===== src/rtl/tt_scan_pkg.sv =====
// Shared types and sizes for the 3-input truth-table scanner.
package tt_scan_pkg;
  localparam int N_IN   = 3;
  localparam int N_ROWS = 8;

  typedef enum logic [1:0] {
    S_IDLE,
    S_SETTLE,
    S_SAMPLE,
    S_DONE
  } tt_state_e;
endpackage


===== src/rtl/tt_settle_timer.sv =====
// Settle-time counter: counts enabled cycles and flags the last settle cycle.
module tt_settle_timer #(
  parameter int SETTLE = 2
) (
  input  logic clk,
  input  logic rst,
  input  logic clear,
  input  logic enable,
  output logic expired
);
  logic [3:0] cnt_q, cnt_d;

  always_comb begin
    cnt_d = cnt_q;
    if (clear) begin
      cnt_d = '0;
    end else if (enable) begin
      cnt_d = cnt_q + 4'd1;
    end
  end

  always_ff @(posedge clk or posedge rst) begin
    if (rst) begin
      cnt_q <= '0;
    end else begin
      cnt_q <= cnt_d;
    end
  end

  assign expired = (cnt_q == 4'(SETTLE - 1));
endmodule


===== src/rtl/truth_table_scanner.sv =====
// Walks a 3-input gate through all 8 input vectors and captures its truth table.
// Optional golden-table comparison is enabled by defining TT_COMPARE_EN.
module truth_table_scanner
  import tt_scan_pkg::*;
#(
  parameter int SETTLE = 2
) (
  input  logic              clk,
  input  logic              rst,
  input  logic              start,
  input  logic              abort,
  output logic              a,
  output logic              b,
  output logic              c,
  input  logic              d,
  output logic              busy,
  output logic              done,
  output logic [N_ROWS-1:0] tt
`ifdef TT_COMPARE_EN
  ,
  input  logic [N_ROWS-1:0] expected,
  output logic              pass,
  output logic [N_ROWS-1:0] mismatch
`endif
);
  tt_state_e         state_q, state_d;
  logic [N_IN-1:0]   idx_q, idx_d;
  logic [N_IN-1:0]   abc_q, abc_d;
  logic [N_ROWS-1:0] tt_q, tt_d;
  logic              busy_q, busy_d;
  logic              done_q, done_d;
  logic              expired;
  logic              last_sample;
`ifdef TT_COMPARE_EN
  logic [N_ROWS-1:0] expected_q, expected_d;
  logic [N_ROWS-1:0] mismatch_q, mismatch_d;
  logic              pass_q, pass_d;
`endif

  tt_settle_timer #(.SETTLE(SETTLE)) u_timer (
    .clk     (clk),
    .rst     (rst),
    .clear   (state_q != S_SETTLE),
    .enable  (state_q == S_SETTLE),
    .expired (expired)
  );

  always_comb begin
    state_d     = state_q;
    idx_d       = idx_q;
    abc_d       = abc_q;
    tt_d        = tt_q;
    last_sample = 1'b0;
    case (state_q)
      S_IDLE: begin
        abc_d = '0;
        if (start && !abort) begin
          state_d = S_SETTLE;
          idx_d   = '0;
          tt_d    = '0;
        end
      end
      S_SETTLE: begin
        if (abort) begin
          state_d = S_IDLE;
          abc_d   = '0;
        end else if (expired) begin
          state_d = S_SAMPLE;
        end
      end
      S_SAMPLE: begin
        // abort wins over capture, so the current bit is not written
        if (abort) begin
          state_d = S_IDLE;
          abc_d   = '0;
        end else begin
          tt_d[idx_q] = d;
          if (idx_q == N_IN'(N_ROWS - 1)) begin
            state_d     = S_DONE;
            last_sample = 1'b1;
          end else begin
            state_d = S_SETTLE;
            idx_d   = idx_q + 1'b1;
            abc_d   = idx_q + 1'b1;
          end
        end
      end
      default: begin
        state_d = S_IDLE;
        abc_d   = '0;
      end
    endcase
    busy_d = (state_d == S_SETTLE) || (state_d == S_SAMPLE);
    done_d = (state_d == S_DONE);
  end

`ifdef TT_COMPARE_EN
  always_comb begin
    expected_d = expected_q;
    mismatch_d = mismatch_q;
    pass_d     = pass_q;
    if (state_q == S_IDLE && start && !abort) begin
      expected_d = expected;
      mismatch_d = '0;
      pass_d     = 1'b0;
    end else if (last_sample) begin
      mismatch_d = tt_d ^ expected_q;
      pass_d     = (tt_d == expected_q);
    end
  end

  always_ff @(posedge clk or posedge rst) begin
    if (rst) begin
      expected_q <= '0;
      mismatch_q <= '0;
      pass_q     <= 1'b0;
    end else begin
      expected_q <= expected_d;
      mismatch_q <= mismatch_d;
      pass_q     <= pass_d;
    end
  end

  assign pass     = pass_q;
  assign mismatch = mismatch_q;
`endif

  always_ff @(posedge clk or posedge rst) begin
    if (rst) begin
      state_q <= S_IDLE;
      idx_q   <= '0;
      abc_q   <= '0;
      tt_q    <= '0;
      busy_q  <= 1'b0;
      done_q  <= 1'b0;
    end else begin
      state_q <= state_d;
      idx_q   <= idx_d;
      abc_q   <= abc_d;
      tt_q    <= tt_d;
      busy_q  <= busy_d;
      done_q  <= done_d;
    end
  end

  assign a    = abc_q[2];
  assign b    = abc_q[1];
  assign c    = abc_q[0];
  assign busy = busy_q;
  assign done = done_q;
  assign tt   = tt_q;
endmodule


===== config.mk =====
export PLATFORM = sky130hd
export DESIGN_NAME = truth_table_scanner
export DESIGN_NICKNAME = d
export VERILOG_FILES = /design/src/rtl/tt_scan_pkg.sv /design/src/rtl/tt_settle_timer.sv /design/src/rtl/truth_table_scanner.sv
export SDC_FILE = /design/constraint.sdc
export NUM_CORES = 1
export LEC_CHECK = 0
export CORE_AREA = 2 2 52 54
export DETAILED_ROUTE_END_ITERATION = 8
export DIE_AREA = 0 0 54 56
export PLACE_DENSITY = 0.75
export SLEW_MARGIN = 25
export SYNTH_ARGS = -nofsm -noshare
export SYNTH_HDL_FRONTEND = slang
export SYNTH_HIERARCHICAL = 1
export SYNTH_SLANG_ARGS = --single-unit

===== constraint.sdc =====
create_clock -name clk -period 4.85 [get_ports clk]
set_input_delay 0.97 -clock clk [delete_from_list [all_inputs] [get_ports clk]]
set_output_delay 0.97 -clock clk [all_outputs]
set_load 0.02 [all_outputs]

### Word level (Yosys, flattened, before mapping)

Index checks and enable logic that the tools add are counted.

* add/sub/neg operators: 2
* $lt $le $gt $ge: 2
* eq/ne operators: 13
* multiplexer cells: 21
* reduce and logical (&&, ||, !) cells: 10

Operator list (count)
* 8-bit 2-to-1 mux: 2
* 8-bit case mux with 2 select lines: 1
* 3-bit 2-to-1 mux: 5
* 3-bit case mux with 2 select lines: 2
* 2-bit 2-to-1 mux: 5
* 8-bit bitwise mux: 1
* 4-bit 2-to-1 mux: 2
* 2-bit inequality test (second input constant): 4
* 2-bit equality test (second input constant): 3
* 2-bit case mux with 3 select lines: 1
* 4-bit by 1-bit adder with 4-bit output (second input constant): 1
* 2-bit by 1-bit equality test with 1-bit output (second input constant): 2
* 4-bit by 1-bit equality test with 1-bit output (second input constant): 1
* 3-bit by 4-bit less-than comparator with 1-bit output (second input constant): 1
* 4-bit AND reduction: 1
* 2-bit nonzero test: 2
* 3-bit by 1-bit adder with 3-bit output (second input constant): 1
* 1-bit demux with 3-bit select: 1
* 3-bit equality test (second input constant): 1
* 3-bit by 1-bit >= comparator with 1-bit output (second input constant): 1
* 3-bit inequality test (second input constant): 1
* 3-bit AND reduction: 1
* 1-bit logical AND: 2
* 2-bit zero test: 1
* 5 further kinds: 5

* register bits after elaboration: 22
* bits of input ports: 5
* output and inout bits: 13
* logic and storage cells: 55

### Longest topological paths before layout

* word-level depth: 7
* depth in mapped cells: 6
* gate-level depth less buffers: 6

### By module

Netlist, hierarchy kept.

Modules (own cells, without submodules)
* truth_table_scanner: times used 1, cells each 89, area an instance 934.6 µm², sequential area each 450.4 µm²
* tt_settle_timer: times used 1, cells each 20, area an instance 217.7 µm², sequential area each 100.1 µm²

### Worst setup path after synthesis

No wires, ideal clock.

* path type: input to register
* start: input port abort
* end: register busy_q (netlist: busy)
* setup time: 0.126 ns
* arrival: 1.698 ns
* required time: 4.724 ns
* path slack: 3.027 ns
* cell stages on the path: 4
* buffers on the path: 0
* cell sequence: nor2_1 o21ai_0 o31ai_1 ha_1

* word-level cells in the longest chain between the ends: 6
* elaborated cells on any way between the ends: 9
* those cells by class: eq/ne (2); mux (4); reduce/logical (3)

Ends and longest elaborated chain
* start, declared: RTL line truth_table_scanner.sv:11 `input logic abort,`
* 1-bit zero test: RTL line truth_table_scanner.sv:57 `if (start && !abort) begin`
* 1-bit logical AND: RTL line truth_table_scanner.sv:57
* 2-bit 2-to-1 mux: RTL line truth_table_scanner.sv:57
* 2-bit case mux with 3 select lines (*): RTL line truth_table_scanner.sv:54 `case (state_q)`
* via state_d[0]: RTL line truth_table_scanner.sv:26 `tt_state_e state_q, state_d;`
* 2-bit by 1-bit equality test with 1-bit output / 2-bit equality test (equally long branches): RTL line truth_table_scanner.sv:93 `busy_d = (state_d == S_SETTLE) || (state_d == S_SAMPLE);`
* 1-bit logical OR (*): RTL line truth_table_scanner.sv:93
* via busy_d: RTL line truth_table_scanner.sv:30 `logic busy_q, busy_d;`
* end signal, assigned: RTL line truth_table_scanner.sv:141 `busy_q <= busy_d;`
* end, declared: RTL line truth_table_scanner.sv:30

Mark *: on every way through the listed nets, which the timed path passes. The rest lies on a longest branch.
A chain may end at the register's enable or synchronous reset.

### Final worst setup path

Ends and elaborated chain as after synthesis.

==> summary.md <==
VDD sags by at most 0.143 mV. Data on the critical path is required at its endpoint by 5.05 ns. Synthesis handed over a netlist of 109 instances. The total overflow left after global routing is 0. Pin count of the biggest net entering global routing: 19. The tools report the area of the core as 2430 um2.

Setup repair after global routing left no endpoint under its margin. Each instance of the synthesized netlist takes up on average 10.6 um2. Measured along the y axis, the die boundary spans 56 um. The ratio of routed vias to standard cells was 5.85; the maximum fanout count along the critical path was 12. The final number of hold-violating endpoints was 0. The detailed router finished its first iteration with 11 violations. STA classifies the critical path startpoint as a primary input.

The worst hold path belongs to the class reg -> reg. The net count of the mapped netlist was 119. TritonCTS built the clock tree.

In this run the post-CTS setup repair buffer count came out at 0. The post-CTS clock slew at the launch and capture registers of the worst setup and hold paths works out to 0.12 ns. The initial antenna violation count was 0. Relative to the synthesized area, the layout overhead comes to 18.9%. The average wire per standard cell came out at 14.6 um. The biggest area contributor in the post-synthesis netlist is sky130_fd_sc_hd__dfrtp_1. The wire-length estimate of the detail-placed layout is 1670 um. The H-tree depth is 1.

After detailed routing, the number of remaining DRC violations is 0. In the synthesized netlist the async set-or-reset flop fraction comes to 100%. 0 antenna diodes ended up in the layout. The sequential-to-total area share from yosys stat came out at 47.8%. For the effective utilization at floorplan, the log shows 47.4%. Yosys mapped the design onto 33 distinct sky130hd cell types. Static timing analysis puts the maximum clock frequency at 424 MHz. The worst setup path is captured at a flop. The overall die area was 3020 um2. The global-route wire length before repair was 3840 um. The run finished with clean final reports.

For the pin with the worst max-slew slack, the measured transition is 0.678 ns. The tools report the sink count of the clock tree as 22. The smallest clock period supported by the final layout is computed as 2.36 ns. During I/O placement, the number of pins put on the boundary was 18. The sum of routed wire segments on met1 is 976 um, and the final core utilization is 56.3%. The total met2 wirelength after detailed routing is 1150 um.

The tools report the number of nets in the layout as 135. The tool flagged a number of max-cap violations equal to 0. The synthesized netlist occupies a cell area of 1150 um2.

The share of cells above drive strength 1 is 7.26%, and the number of clock buffers inserted by TritonCTS is 3. Routability-driven placement finished with a final weighted congestion of 0.801. Yosys mapped a number of flops with a built-in enable equal to 0. The total design power came out at 343 uW. Horizontal extent of the die: 54 um. Floorplan row count: 18. The run gives 2250 um as the total wire length after detailed routing.

For the overall routing resource usage, the log shows 16.4%. For the total length of routed met3 wires, the log shows 114 um. The number of nets still failing antenna checks after routing was 0. The setup TNS was 0 ns; the area taken by flip-flops and latches was 551 um2. Number of cell instances on the worst register-to-register path: 5. Counting the fill cells in the layout gives 238.

The via count of the first global-routing pass came out at 876. The worst setup path is of the in -> reg kind. The root buffer cell chosen for the clock tree is sky130_fd_sc_hd__clkbuf_4. For the worst setup path, the data arrival time is 2.56 ns.

In the final layout, the multi-input gates occupy 534 um2. For the clock latency of the later-clocked register in the worst-skew pair, the log shows 0.30 ns. In the synthesized netlist the dominant register cell turns out to be sky130_fd_sc_hd__dfrtp_1.

For this design the static power due to leakage is 0.000569 uW. The run gives 0 as the post-cts gate resize count. The fraction of post-synthesis cell area in the top cell type by area is 47.8%. In this run, post-CTS hold repair placed 0 buffers. The run gives 0 as the number of setup violations in the final report.

The run gives 0.514 ns as the final hold slack. The highest layer used for signal routing was met4. The number of port buffers is 17, and the final number of max-transition violations is 0. The iteration count of the initial detailed-routing pass was 4; the flip-flop and latch count after synthesis was 22.

Dividing total power by cell area gives a power density of 250 nW/um2. The number of cells on the worst hold path is 1, and the fraction of the cycle the final worst path needs is 48.7%. The worst slew margin relative to its limit was 54.7%; the yosys synthesis warning count was 6.

The maximum clock skew at final layout was 0.00379 ns. The clock passes through at most 2 buffers. Sorting the synthesized cells by area gives the leading types as sky130_fd_sc_hd__dfrtp_1, sky130_fd_sc_hd__ha_1, sky130_fd_sc_hd__inv_1. The routed layout has 901 vias.
per-stage QoR:
stage	setup slack (ns)	instances	area, um2
after global routing	2.37	154	1370
after floorplan	3.03	109	1150
after global placement	2.24	150	1330
after CTS	2.47	154	1370
final	2.49	154	1370
after detailed placement	2.15	150	1330
sequential cells by signal, indices dropped and copies added (netlist names):
signal         count
tt                 8
u_timer/cnt_q      4
abc_q              3
idx_q              3
state_q            2
busy               1
done               1
synth_stat cells, types with 4 or more instances:
cell                         n
sky130_fd_sc_hd__dfrtp_1    22
sky130_fd_sc_hd__inv_1      11
sky130_fd_sc_hd__nor2_1      9
sky130_fd_sc_hd__ha_1        5
sky130_fd_sc_hd__a2111oi_0   4
sky130_fd_sc_hd__nand3b_1    4
sky130_fd_sc_hd__o221ai_1    4
sky130_fd_sc_hd__o32ai_1     4
placed cells by master (no fill, tap or decap):
| cell type | synthesis | final |
|---|---|---|
| sky130_fd_sc_hd__nor4b_2 | 1 | 1 |
| sky130_fd_sc_hd__inv_1 | 11 | 11 |
| sky130_fd_sc_hd__ha_1 | 5 | 5 |
| sky130_fd_sc_hd__nand2b_1 | 2 | 2 |
| sky130_fd_sc_hd__dfrtp_1 | 22 | 22 |
| sky130_fd_sc_hd__clkbuf_8 | 0 | 1 |
| sky130_fd_sc_hd__a21oi_1 | 3 | 3 |
| sky130_fd_sc_hd__nand3_1 | 2 | 2 |
| sky130_fd_sc_hd__and2_1 | 1 | 1 |
| sky130_fd_sc_hd__a32o_1 | 3 | 3 |
| sky130_fd_sc_hd__and3b_1 | 1 | 1 |
| sky130_fd_sc_hd__clkdlybuf4s50_1 | 0 | 17 |
| sky130_fd_sc_hd__o21ai_0 | 2 | 2 |
| sky130_fd_sc_hd__nor3b_1 | 3 | 3 |
| sky130_fd_sc_hd__o32ai_1 | 4 | 4 |
| sky130_fd_sc_hd__clkbuf_4 | 0 | 3 |
| sky130_fd_sc_hd__nor2_1 | 9 | 9 |
| sky130_fd_sc_hd__a211oi_1 | 1 | 1 |
| sky130_fd_sc_hd__o221ai_1 | 4 | 4 |
| sky130_fd_sc_hd__mux2_2 | 2 | 2 |
| sky130_fd_sc_hd__a21bo_2 | 1 | 1 |
| sky130_fd_sc_hd__a22oi_1 | 2 | 2 |
| sky130_fd_sc_hd__or3b_1 | 1 | 1 |
| sky130_fd_sc_hd__nand2_1 | 2 | 2 |
| sky130_fd_sc_hd__mux2_4 | 1 | 1 |
| sky130_fd_sc_hd__nand4_1 | 2 | 2 |
| sky130_fd_sc_hd__nor2b_1 | 2 | 2 |
| sky130_fd_sc_hd__a32oi_1 | 1 | 1 |
| sky130_fd_sc_hd__o31ai_1 | 1 | 1 |
| sky130_fd_sc_hd__nor3_1 | 2 | 2 |
| sky130_fd_sc_hd__a2111oi_0 | 4 | 4 |
| sky130_fd_sc_hd__nand3b_1 | 4 | 4 |
| sky130_fd_sc_hd__a22o_1 | 3 | 3 |
| sky130_fd_sc_hd__xnor2_1 | 1 | 1 |
path summary, 6_finish.rpt:
| check | slack, ns | end | from |
|---|---|---|---|
| max in group asynchronous | 3.34 | idx_q[0]$_DFFE_PP0P_ | rst |
| worst min-delay path | 0.51 | tt[2]$_DFFE_PP0P_ | tt[2]$_DFFE_PP0P_ |
| min in group asynchronous | 0.86 | u_timer/cnt_q[0]$_DFFE_PP0P_ | rst |
| worst max register to register | 3.03 | abc_q[1]$_DFFE_PP0P_ | idx_q[0]$_DFFE_PP0P_ |
| worst max-delay path | 2.49 | busy$_DFF_PP0_ | abort |
| worst min register to register | 0.51 | tt[2]$_DFFE_PP0P_ | tt[2]$_DFFE_PP0P_ |
power by group:
group / internal, uW / total (uW) / switching [uW] / leakage, uW
sequential: 189 / 198 / 8.43 / 0.000304
clock: 45.7 / 99.6 / 53.9 / 0.0000210
combinational: 18.8 / 45.7 / 26.9 / 0.000244
total: 254 / 343 / 89.2 / 0.000569
critical path, cell delays in order:
cell and delay [ns]:
sky130_fd_sc_hd__clkdlybuf4s50_1 0.61, sky130_fd_sc_hd__nor2_1 0.39, sky130_fd_sc_hd__o21ai_0 0.17, sky130_fd_sc_hd__o31ai_1 0.12, sky130_fd_sc_hd__ha_1 0.28
cell type report:
cell class	instances	area share, %
clock buffers	4	2.65
well taps	30	2.74
repair buffers	17	12.4
inverters	11	3.01
flip-flops and latches	22	40.2
multi-input cells	70	39.0
layer usage:
metal / track usage [%] / vias up
met5: 0 / -
met2: 27.9 / 19
met4: 3.21 / 0
met3: 2.96 / 2
met1: 21.5 / 443
li1: - / 437
cells by family after synthesis:
logic type	share of synthesized area, %
AO/OA/AOI/OAI	20.4
AND/OR/NAND/NOR	16.5
flip-flops	47.8
buffers and inverters	5.86
adder cells (fa/ha/maj)	5.43
XOR/XNOR	0.760
multiplexers	3.26
Power figures use the tool's default switching activity.
